**src/rtl/rom_loader_pkg.sv**
```systemverilog
// Shared state encoding and error codes for the ROM program loader.
package rom_loader_pkg;

  typedef enum logic [2:0] {
    IDLE,
    LEN_LO,
    LEN_HI,
    DATA,
    CHK,
    DONE,
    ERR
  } state_t;

  localparam logic [1:0] ERR_NONE    = 2'd0;
  localparam logic [1:0] ERR_TIMEOUT = 2'd1;
  localparam logic [1:0] ERR_LEN     = 2'd2;
  localparam logic [1:0] ERR_CSUM    = 2'd3;

endpackage

```
**src/rtl/rom_word_packer.sv**
```systemverilog
// Packs accepted bytes little-endian into 32-bit words; word_valid pulses the
// cycle after the fourth byte of each word.
module rom_word_packer (
  input  logic        clk,
  input  logic        rst,
  input  logic        i_clear,
  input  logic        i_valid,
  input  logic [7:0]  i_byte,
  output logic        o_word_valid,
  output logic [31:0] o_word
);

  logic [1:0]  r_idx;
  logic [31:0] r_word;
  logic        r_valid;

  always_ff @(posedge clk or posedge rst) begin
    if (rst) begin
      r_idx   <= '0;
      r_word  <= '0;
      r_valid <= 1'b0;
    end else begin
      r_valid <= i_valid && !i_clear && (r_idx == 2'd3);
      if (i_clear) begin
        r_idx  <= '0;
        r_word <= '0;
      end else if (i_valid) begin
        // Shifting right leaves the first byte of the word in bits 7:0.
        r_word <= {i_byte, r_word[31:8]};
        r_idx  <= r_idx + 2'd1;
      end
    end
  end

  assign o_word_valid = r_valid;
  assign o_word       = r_word;

endmodule

```
**src/rtl/rom_loader.sv**
```systemverilog
// Framed byte-stream loader writing instruction ROM and gating core reset.
// Optional trailing checksum byte enabled by ROM_LOADER_CHECKSUM_EN.
module rom_loader
  import rom_loader_pkg::*;
#(
  parameter int ADDR_W      = 12,
  parameter int TIMEOUT_CYC = 1000000
) (
  input  logic              clk,
  input  logic              rst,
  input  logic              start,
  input  logic [7:0]        rx_data,
  input  logic              rx_valid,
  output logic              rx_ready,
  output logic              rom_we,
  output logic [ADDR_W-1:0] rom_waddr,
  output logic [31:0]       rom_wdata,
  output logic              core_rst_n,
  output logic              busy,
  output logic              done,
  output logic              err,
  output logic [1:0]        err_code
);

  localparam int DEPTH = 2 ** ADDR_W;
  localparam int TW    = $clog2(TIMEOUT_CYC) + 1;

  state_t          r_state, w_state_nxt;
  logic [1:0]      r_err_code, w_code_nxt;
  logic [7:0]      r_len_lo;
  logic [ADDR_W:0] r_len, r_wcnt;
  logic [TW-1:0]   r_tmo;
  logic [16:0]     w_len_full;
  logic            w_accept, w_start, w_last_wr, w_tmo_hit;
  logic            w_word_valid;
  logic [31:0]     w_word;
`ifdef ROM_LOADER_CHECKSUM_EN
  logic [7:0]      r_sum;
  logic            w_csum_ok;
  assign w_csum_ok = ((r_sum + rx_data) == 8'd0);
`endif

  assign w_accept   = rx_valid && rx_ready;
  assign w_start    = start && (r_state == IDLE || r_state == DONE || r_state == ERR);
  assign w_len_full = {1'b0, rx_data, r_len_lo};
  assign w_last_wr  = w_word_valid && (r_wcnt == r_len - (ADDR_W+1)'(1));
  assign w_tmo_hit  = rx_ready && !w_accept && (r_tmo == TW'(TIMEOUT_CYC - 1));

  rom_word_packer u_packer (
    .clk          (clk),
    .rst          (rst),
    .i_clear      (w_start),
    .i_valid      (w_accept && (r_state == DATA) && !w_last_wr),
    .i_byte       (rx_data),
    .o_word_valid (w_word_valid),
    .o_word       (w_word)
  );

  always_ff @(posedge clk or posedge rst) begin
    if (rst) begin
      r_state    <= IDLE;
      r_err_code <= ERR_NONE;
    end else begin
      r_state    <= w_state_nxt;
      r_err_code <= w_code_nxt;
    end
  end

  always_comb begin
    w_state_nxt = r_state;
    w_code_nxt  = r_err_code;
    case (r_state)
      IDLE, DONE, ERR: begin
        if (start) begin
          w_state_nxt = LEN_LO;
          w_code_nxt  = ERR_NONE;
        end
      end
      LEN_LO: begin
        if (w_accept) w_state_nxt = LEN_HI;
        else if (w_tmo_hit) begin
          w_state_nxt = ERR;
          w_code_nxt  = ERR_TIMEOUT;
        end
      end
      LEN_HI: begin
        if (w_accept) begin
          if (w_len_full > 17'(DEPTH)) begin
            w_state_nxt = ERR;
            w_code_nxt  = ERR_LEN;
          end else if (w_len_full == 17'd0) begin
`ifdef ROM_LOADER_CHECKSUM_EN
            w_state_nxt = CHK;
`else
            w_state_nxt = DONE;
`endif
          end else begin
            w_state_nxt = DATA;
          end
        end else if (w_tmo_hit) begin
          w_state_nxt = ERR;
          w_code_nxt  = ERR_TIMEOUT;
        end
      end
      DATA: begin
        if (w_last_wr) begin
`ifdef ROM_LOADER_CHECKSUM_EN
          // A byte taken during the final write cycle is already the checksum.
          if (w_accept) begin
            w_state_nxt = w_csum_ok ? DONE : ERR;
            w_code_nxt  = w_csum_ok ? ERR_NONE : ERR_CSUM;
          end else begin
            w_state_nxt = CHK;
          end
`else
          w_state_nxt = DONE;
`endif
        end else if (w_tmo_hit) begin
          w_state_nxt = ERR;
          w_code_nxt  = ERR_TIMEOUT;
        end
      end
`ifdef ROM_LOADER_CHECKSUM_EN
      CHK: begin
        if (w_accept) begin
          w_state_nxt = w_csum_ok ? DONE : ERR;
          w_code_nxt  = w_csum_ok ? ERR_NONE : ERR_CSUM;
        end else if (w_tmo_hit) begin
          w_state_nxt = ERR;
          w_code_nxt  = ERR_TIMEOUT;
        end
      end
`endif
      default: w_state_nxt = IDLE;
    endcase
  end

  always_comb begin
    rx_ready   = 1'b0;
    busy       = 1'b0;
    done       = 1'b0;
    err        = 1'b0;
    core_rst_n = 1'b0;
    case (r_state)
      LEN_LO, LEN_HI, DATA: begin
        rx_ready = 1'b1;
        busy     = 1'b1;
      end
`ifdef ROM_LOADER_CHECKSUM_EN
      CHK: begin
        rx_ready = 1'b1;
        busy     = 1'b1;
      end
`endif
      DONE: begin
        done       = 1'b1;
        core_rst_n = 1'b1;
      end
      ERR:     err = 1'b1;
      default: ;
    endcase
  end

  always_ff @(posedge clk or posedge rst) begin
    if (rst) begin
      r_len_lo <= '0;
      r_len    <= '0;
      r_wcnt   <= '0;
      r_tmo    <= '0;
`ifdef ROM_LOADER_CHECKSUM_EN
      r_sum    <= '0;
`endif
    end else if (w_start) begin
      r_wcnt <= '0;
      r_tmo  <= '0;
`ifdef ROM_LOADER_CHECKSUM_EN
      r_sum  <= '0;
`endif
    end else begin
      if (w_accept) r_tmo <= '0;
      else if (rx_ready) r_tmo <= r_tmo + TW'(1);
      if (w_accept && r_state == LEN_LO) r_len_lo <= rx_data;
      if (w_accept && r_state == LEN_HI) r_len <= w_len_full[ADDR_W:0];
      // Index holds at the last word so a full-depth load never wraps.
      if (w_word_valid && !w_last_wr) r_wcnt <= r_wcnt + (ADDR_W+1)'(1);
`ifdef ROM_LOADER_CHECKSUM_EN
      if (w_accept && (r_state == LEN_LO || r_state == LEN_HI || r_state == DATA))
        r_sum <= r_sum + rx_data;
`endif
    end
  end

  assign rom_we    = w_word_valid;
  assign rom_waddr = r_wcnt[ADDR_W-1:0];
  assign rom_wdata = w_word;
  assign err_code  = r_err_code;

endmodule

```
**config.mk**
```make
export PLATFORM = sky130hd
export DESIGN_NAME = rom_loader
export DESIGN_NICKNAME = d
export VERILOG_FILES = /design/src/rtl/rom_loader_pkg.sv /design/src/rtl/rom_word_packer.sv /design/src/rtl/rom_loader.sv
export SDC_FILE = /design/constraint.sdc
export NUM_CORES = 1
export LEC_CHECK = 0
export CAP_MARGIN = 10
export CORE_MARGIN = 3
export CORE_UTILIZATION = 30
export CTS_CLUSTER_DIAMETER = 30
export CTS_CLUSTER_SIZE = 10
export DETAILED_ROUTE_END_ITERATION = 6
export SETUP_SLACK_MARGIN = 0.2
export SLEW_MARGIN = 20
export SYNTH_ARGS = -nofsm -noshare
export SYNTH_HDL_FRONTEND = slang
export SYNTH_SLANG_ARGS = --single-unit
```
**constraint.sdc**
```tcl
create_clock -name clk -period 3.8 [get_ports clk]
set_clock_uncertainty 0.1 [all_clocks]
set_input_delay 0.76 -clock clk [delete_from_list [all_inputs] [get_ports clk]]
set_output_delay 0.76 -clock clk [all_outputs]
set_load 0.01 [all_outputs]
```
==> impl_metrics.ini, run 1 <==
[synth]
synth-simple-area-share_pct = 19.92
synthCells = 533
yosysWarnings = 0
postSynthAreaPerCell_um2 = 9.735
synth_top_area_share_pct = 45.82
ys_top_cells_by_count = dfrtp_1, nand2_1, inv_1
synthesis.nets = 549
netlist_area_mm2 = 0.005189
synth_xor_xnor_area_share_pct = 4.726
synth_top_family_by_area = simple AND/OR/NAND/NOR gates
synth.yosys.seq_area_share_pct = 45.82
yosys.area.top_type = dfrtp_1
synth_compound_area_share_pct = 8.970
yosysMostFrequentCell = dfrtp_1
yosysUniqueCellTypes = 61
ys_seq_elements = 95
synthMuxAreaShare_pct = 10.88
async_reset_ff_share_pct = 100.0
synth_ff_type = dfrtp_1
synthAdderAreaFrac_pct = 0.9646
synth_edf_count = 0
synth.area.top_cells = dfrtp_1, mux2i_1, nand2_1

[global_route]
grt_pass1_vias = 3961
grt_first_pass_wirelength_mm = 20.30
grt_max_degree = 45
grt_overflow = 0
antenna_found_initial = 0
grt_util_all_layers_pct = 13.61

[routing]
first_iter_violations = 162
avgRoutedWirePerCell_um = 15.29
vias = 4030
ant_nets = 0
vias_per_cell = 5.006
route.detailed.drc = 0
drt-pass1-iter-count = 4
routed_wl_mm = 12.31

[finish]
multi_input_area_mm2 = 0.002376
area.sequential_mm2 = 0.002377
layout-drive-gt1-share_pct = 10.26
final_cell_count_no_fill = 805
area_growth_pct = 19.51
fillCellCount = 1676
nets = 596
diodes = 0
final_util_pct = 37.00
final_area_mm2 = 0.006201

[placed_design]
dp_slack_ns = 0.4123
hpwl_mm = 9.069
dp.cells = 789
post_dp_cell_area_mm2 = 0.005909
port_buffers = 63
gp_congestion = 0.8636

[pwr]
p_leak_nw = 2.513
power.density_mw_per_mm2 = 650.8
peakVddDrop_mv = 0.3133
total_power_mw = 4.035

[setup_path]
cp.required_ns = 3.94
cp-end-kind = flip-flop
worstRegToRegCells = 10
r2r_start = r_len[0]
worstPathMaxFanout = 35
start_kind = flip-flop
cp.arrival_ns = 3.54
r2r-end = u_packer.o_word_valid
crit_type = flip-flop to flip-flop
reg2reg_slack_ns = 0.40

[min_path]
holdPathEnd = u_packer.r_idx[0]
hold_path.class = flip-flop to flip-flop
min_from = u_packer.r_idx[0]
whs_path_depth = 1

[die]
fp-row-count = 47
die_w_um = 137.5
boundaryPins = 64
die_height_um = 137.5
start_util_pct = 30.96
core_area_mm2 = 0.01676
die-area_mm2 = 0.01891

[clocking]
cts_setup_buffers = 0
cts_sinks = 95
cts_hold_buf = 0
root_buffer = clkbuf_16
cts_made_buffers = 9
tritoncts = built
htreeDepth = 3
insertion_delay_ns = 0.35
clockBufferDepth = 2
path_clk_slew_ns = 0.07
post_cts_resized = 0

[sta]
worst_pin_slew_ns = 0.7597
fmax_ghz = 0.2943
slew_headroom_pct = 49.30
fin_setup_tns_ns = 0
fin_hold_ws_ns = 0.4050
rsz0062_at_grt = false
hold_viol = 0
finalSetupViolations = 0
slew_violations = 0
setup_slack_ns = 0.4018
fin_crit_ns = 3.398
finalCritPeriodShare_pct = 89.43

[run]
cap_violations = 0

[outcome]
status = completed
## final cells by class
class	instances	share of cell area (%)
multi-input cells	357	38.32
repair buffers	72	11.46
flip-flops and latches	95	38.34
inverters	45	2.744
well taps	220	4.439
clock buffers	10	3.854
clock inverters	6	0.8475
## worst max path at each step
| stage | cells after the start | from | endpoint |
|---|---|---|---|
| 2_1_floorplan | 1 | rst | err_code[0] |
| 3_3_place_gp | 10 | r_len[0] | u_packer.o_word_valid |
| 3_5_place_dp | 10 | r_len[0] | u_packer.o_word_valid |
| 4_1_cts | 10 | r_len[0] | u_packer.o_word_valid |
| 5_1_grt | 10 | r_len[0] | u_packer.o_word[15] |
| 6_report | 10 | r_len[0] | u_packer.o_word_valid |
## layer usage
layer  GRT usage, %  share of wire [%]  up-vias
met3          4.054                5.5        9
met4          3.381                1.3        0
met5              0                  0        -
li1               -                  -     1921
met1          16.95                 44     2014
met2          23.10                 49       86
## kinds of logic after synthesis
logic type / after synthesis
AND/OR/NAND/NOR: 200
flip-flops: 95
buffers and inverters: 81
AO/OA/AOI/OAI: 71
multiplexers: 54
XOR/XNOR: 28
adder cells (fa/ha/maj): 4
## layout by cell type, fill, tap and decap left out, types with 3 or more instances in the layout
cell type and n:
a21oi_1 17, and3_1 9, buf_4 8, clkbuf_16 9
clkdlybuf4s50_1 63, dfrtp_1 95, ha_1 4, inv_1 43
mux2_2 19, mux2i_1 35, nand2_1 72, nand2b_1 7
nand3_1 10, nand4_1 14, nor2_1 36, nor3_1 8
nor4_1 10, o211ai_1 5, o21ai_0 12, o21ai_1 9
o22ai_1 3, o311ai_1 3, o31ai_1 3, o41ai_1 3
or3_1 11, or4_1 5, xnor2_1 14, xor2_1 14
## where the power goes
part	leakage (nW)	internal (mW)	switching [mW]	total, mW
registers	1.27	1.29	0.323	1.61
clock network	0.138	0.472	0.418	0.891
logic	1.11	0.752	0.784	1.54
## flip-flops by register name, summed over array words and instances, names as in the netlist
register / cells
r_state: 3
u_packer.r_idx: 2
r_tmo: 21
r_len: 13
err_code: 2
u_packer.o_word_valid: 1
u_packer.o_word: 32
r_len_lo: 8
r_wcnt: 13
## critical path, cell delays in order, from the launching register on
cell	delay, ns
dfrtp_1	0.43
inv_1	0.10
ha_1	0.19
or3b_2	0.52
or4_4	0.56
o32ai_2	0.23
o311ai_2	0.16
nor4_4	0.39
nor3_4	0.05
buf_4	0.31
and2_1	0.24
(Power assumes the default switching activity.)
==> inputs of run 2 (changes only) <==
==> constraint.sdc (replaced) <==
create_clock -name clk -period 3.7 [get_ports clk]
set_clock_uncertainty 0.1 [all_clocks]
set_input_delay 0.74 -clock clk [delete_from_list [all_inputs] [get_ports clk]]
set_output_delay 0.74 -clock clk [all_outputs]
set_load 0.01 [all_outputs]
==> run 2 against run 1 <==
  * Non-clock buffer count increased by 6
  * Sequential power increased by 3%
  * Clock power increased by 6.8%
  * Global-route usage increased by 0.55 points
  * Worst setup slack improved by 0.0052 ns
  * Core utilization increased by 0.40 points
  * Via count decreased by 0.50%
==> impl_metrics.ini, run 2 (synthesized netlist as in run 1, its figures left out) <==
[finish]
final_util_pct = 37.39
most-common-layout-cells = dfrtp_1, nand2_1, clkdlybuf4s50_1
nets = 602
largest_register_ffs = 32
final_common_cell = dfrtp_1
diodes = 0
fillCellCount = 1646
area_growth_pct = 20.79
layout-drive-gt1-share_pct = 10.83
final_cell_count_no_fill = 811

[pwr]
p_leak_nw = 2.548
total_power_mw = 4.207
p_clk_share_pct = 22.6
sw_frac_of_total_pct = 36.89
power.density_mw_per_mm2 = 671.2
pwr-share-comb_pct = 38.0
intPower_mw = 2.655
pwr-share-seq_pct = 39.4
p_sw_mw = 1.552
peakVddDrop_mv = 0.3125

[die]
core_area_mm2 = 0.01676
die_w_um = 137.5
die_height_um = 137.5
fp-row-count = 47
die-area_mm2 = 0.01891
start_util_pct = 30.96
boundaryPins = 64

[clocking]
cts_made_buffers = 9
insertion_delay_ns = 0.35
clockBufferDepth = 2
tritoncts = built
cts_sinks = 95
cts_hold_buf = 0
post_cts_resized = 0
htreeDepth = 3
root_buffer = clkbuf_16
path_clk_slew_ns = 0.07

[setup_path]
cp.arrival_ns = 3.44
crit_slowest_cell = or4_4
cp.required_ns = 3.85
crit_type = flip-flop to flip-flop
start_kind = flip-flop
cp-end-kind = flip-flop
slowest_delay_ns = 0.55
r2r_start = r_len[0]
path_cells = inv_1, ha_1, or3b_2, or4_4, o32ai_2, o311ai_2, nor4_4, nor3_4, buf_12, and2_1
worstPathMaxFanout = 24
critical_path.startpoint = r_len[0]

[sta]
worst_pin_slew_ns = 0.7983
rsz0062_at_grt = false
finalSetupViolations = 0
fin_setup_tns_ns = 0
slew_violations = 0
slew_headroom_pct = 46.72
fmax_ghz = 0.3037
finalCritPeriodShare_pct = 89.00
fin_crit_ns = 3.293
hold_viol = 0

[routing]
vias = 4010
ant_nets = 0
avgRoutedWirePerCell_um = 15.40
routed_wl_mm = 12.49
first_iter_violations = 293
vias_per_cell = 4.945
drt-pass1-iter-count = 5
route.detailed.drc = 0

[run]
cap_violations = 0

[min_path]
hold_path.class = flip-flop to flip-flop
min_from = u_packer.r_idx[0]

[global_route]
antenna_found_initial = 0
grt_util_all_layers_pct = 14.16
grt_pass1_vias = 3985
grt_first_pass_wirelength_mm = 20.93
grt_overflow = 0
grt_max_degree = 45

[outcome]
status = completed

[placed_design]
hpwl_mm = 9.163
dp.cells = 789
gp_congestion = 0.8294
port_buffers = 63
-- run 2: power by group through the flow --
stage | clock [mW] | sequential, mW | combinational (mW)
finish | 0.952 | 1.66 | 1.60
CTS | 0.981 | 1.66 | 1.61
global placement | 0 | 1.66 | 1.57
global route | 1.04 | 1.71 | 1.77
detailed placement | 0 | 1.67 | 1.60
floorplan | 0 | 1.59 | 1.11
-- run 2: repair_timing --
action,in CTS,in global routing
hold endpoints to repair,0,0
setup endpoints to repair,0,4
setup buffers,0,6
-- run 2: area by class of cell --
cell class	count	area [µm²]	share of cell area [%]
Multi-Input combinational cell	357	2376	37.91
Clock inverter	4	53.80	0.8585
Tap cell	220	275.3	4.392
Clock buffer	12	246.5	3.933
Timing Repair Buffer	78	768.2	12.26
Sequential cell	95	2377	37.93
Inverter	45	170.2	2.715
-- run 2: metrics by stage --
| stage | instance area [µm²] | hold slack, ns | setup slack [ns] |
|---|---|---|---|
| final | 6267 | 0.3879 | 0.4070 |
| after global routing | 6267 | 0.4110 | 0.2574 |
| after CTS | 6222 | 0.3920 | 0.3252 |
| after detailed placement | 5922 | 0.3824 | 0.3467 |
| after global placement | 5922 | 0.3733 | 0.4269 |
| after floorplan | 5189 | 0.3550 | 0.3830 |
-- run 2: per-layer routing --
layer	vias up	GRT usage [%]	share of wire, %
met4	0	3.548	1.3
met3	9	3.944	4.4
met5	-	0	0
met2	89	23.37	50
met1	1987	18.37	45
li1	1925	-	-
-- run 2: worst max-delay path, delay by kind of cell, from the launching register on --
kind / cells / cell delay (ns)
and+or+nand+nor: 5 / 1.75
AOI/OAI and AO/OA: 2 / 0.41
adders and majority gates: 1 / 0.19
DFF: 1 / 0.43
buffers and inverters: 2 / 0.29
-- run 2: path summary, 6_finish.rpt --
path                                         endpoint  slack [ns]  cells after the start
worst min register to register      u_packer.r_idx[0]        0.39                      1
worst max register to register  u_packer.o_word_valid        0.41                     10
min in group asynchronous          u_packer.o_word[6]        0.74                      2
max in group asynchronous                  r_wcnt[11]        2.04                      3
worst min-delay path                u_packer.r_idx[0]        0.39                      1
worst max-delay path            u_packer.o_word_valid        0.41                     10
==> inputs of run 3 (changes only) <==
--- a/config.mk
+++ b/config.mk
@@ -5,6 +5,7 @@
 export SDC_FILE = /design/constraint.sdc
 export NUM_CORES = 1
 export LEC_CHECK = 0
+export ABC_CLOCK_PERIOD_IN_PS = 3700
 export CAP_MARGIN = 10
 export CORE_MARGIN = 3
 export CORE_UTILIZATION = 30
==> results of run 3 <==
No change in the layout: final DEF, timing and power equal those of run 2.
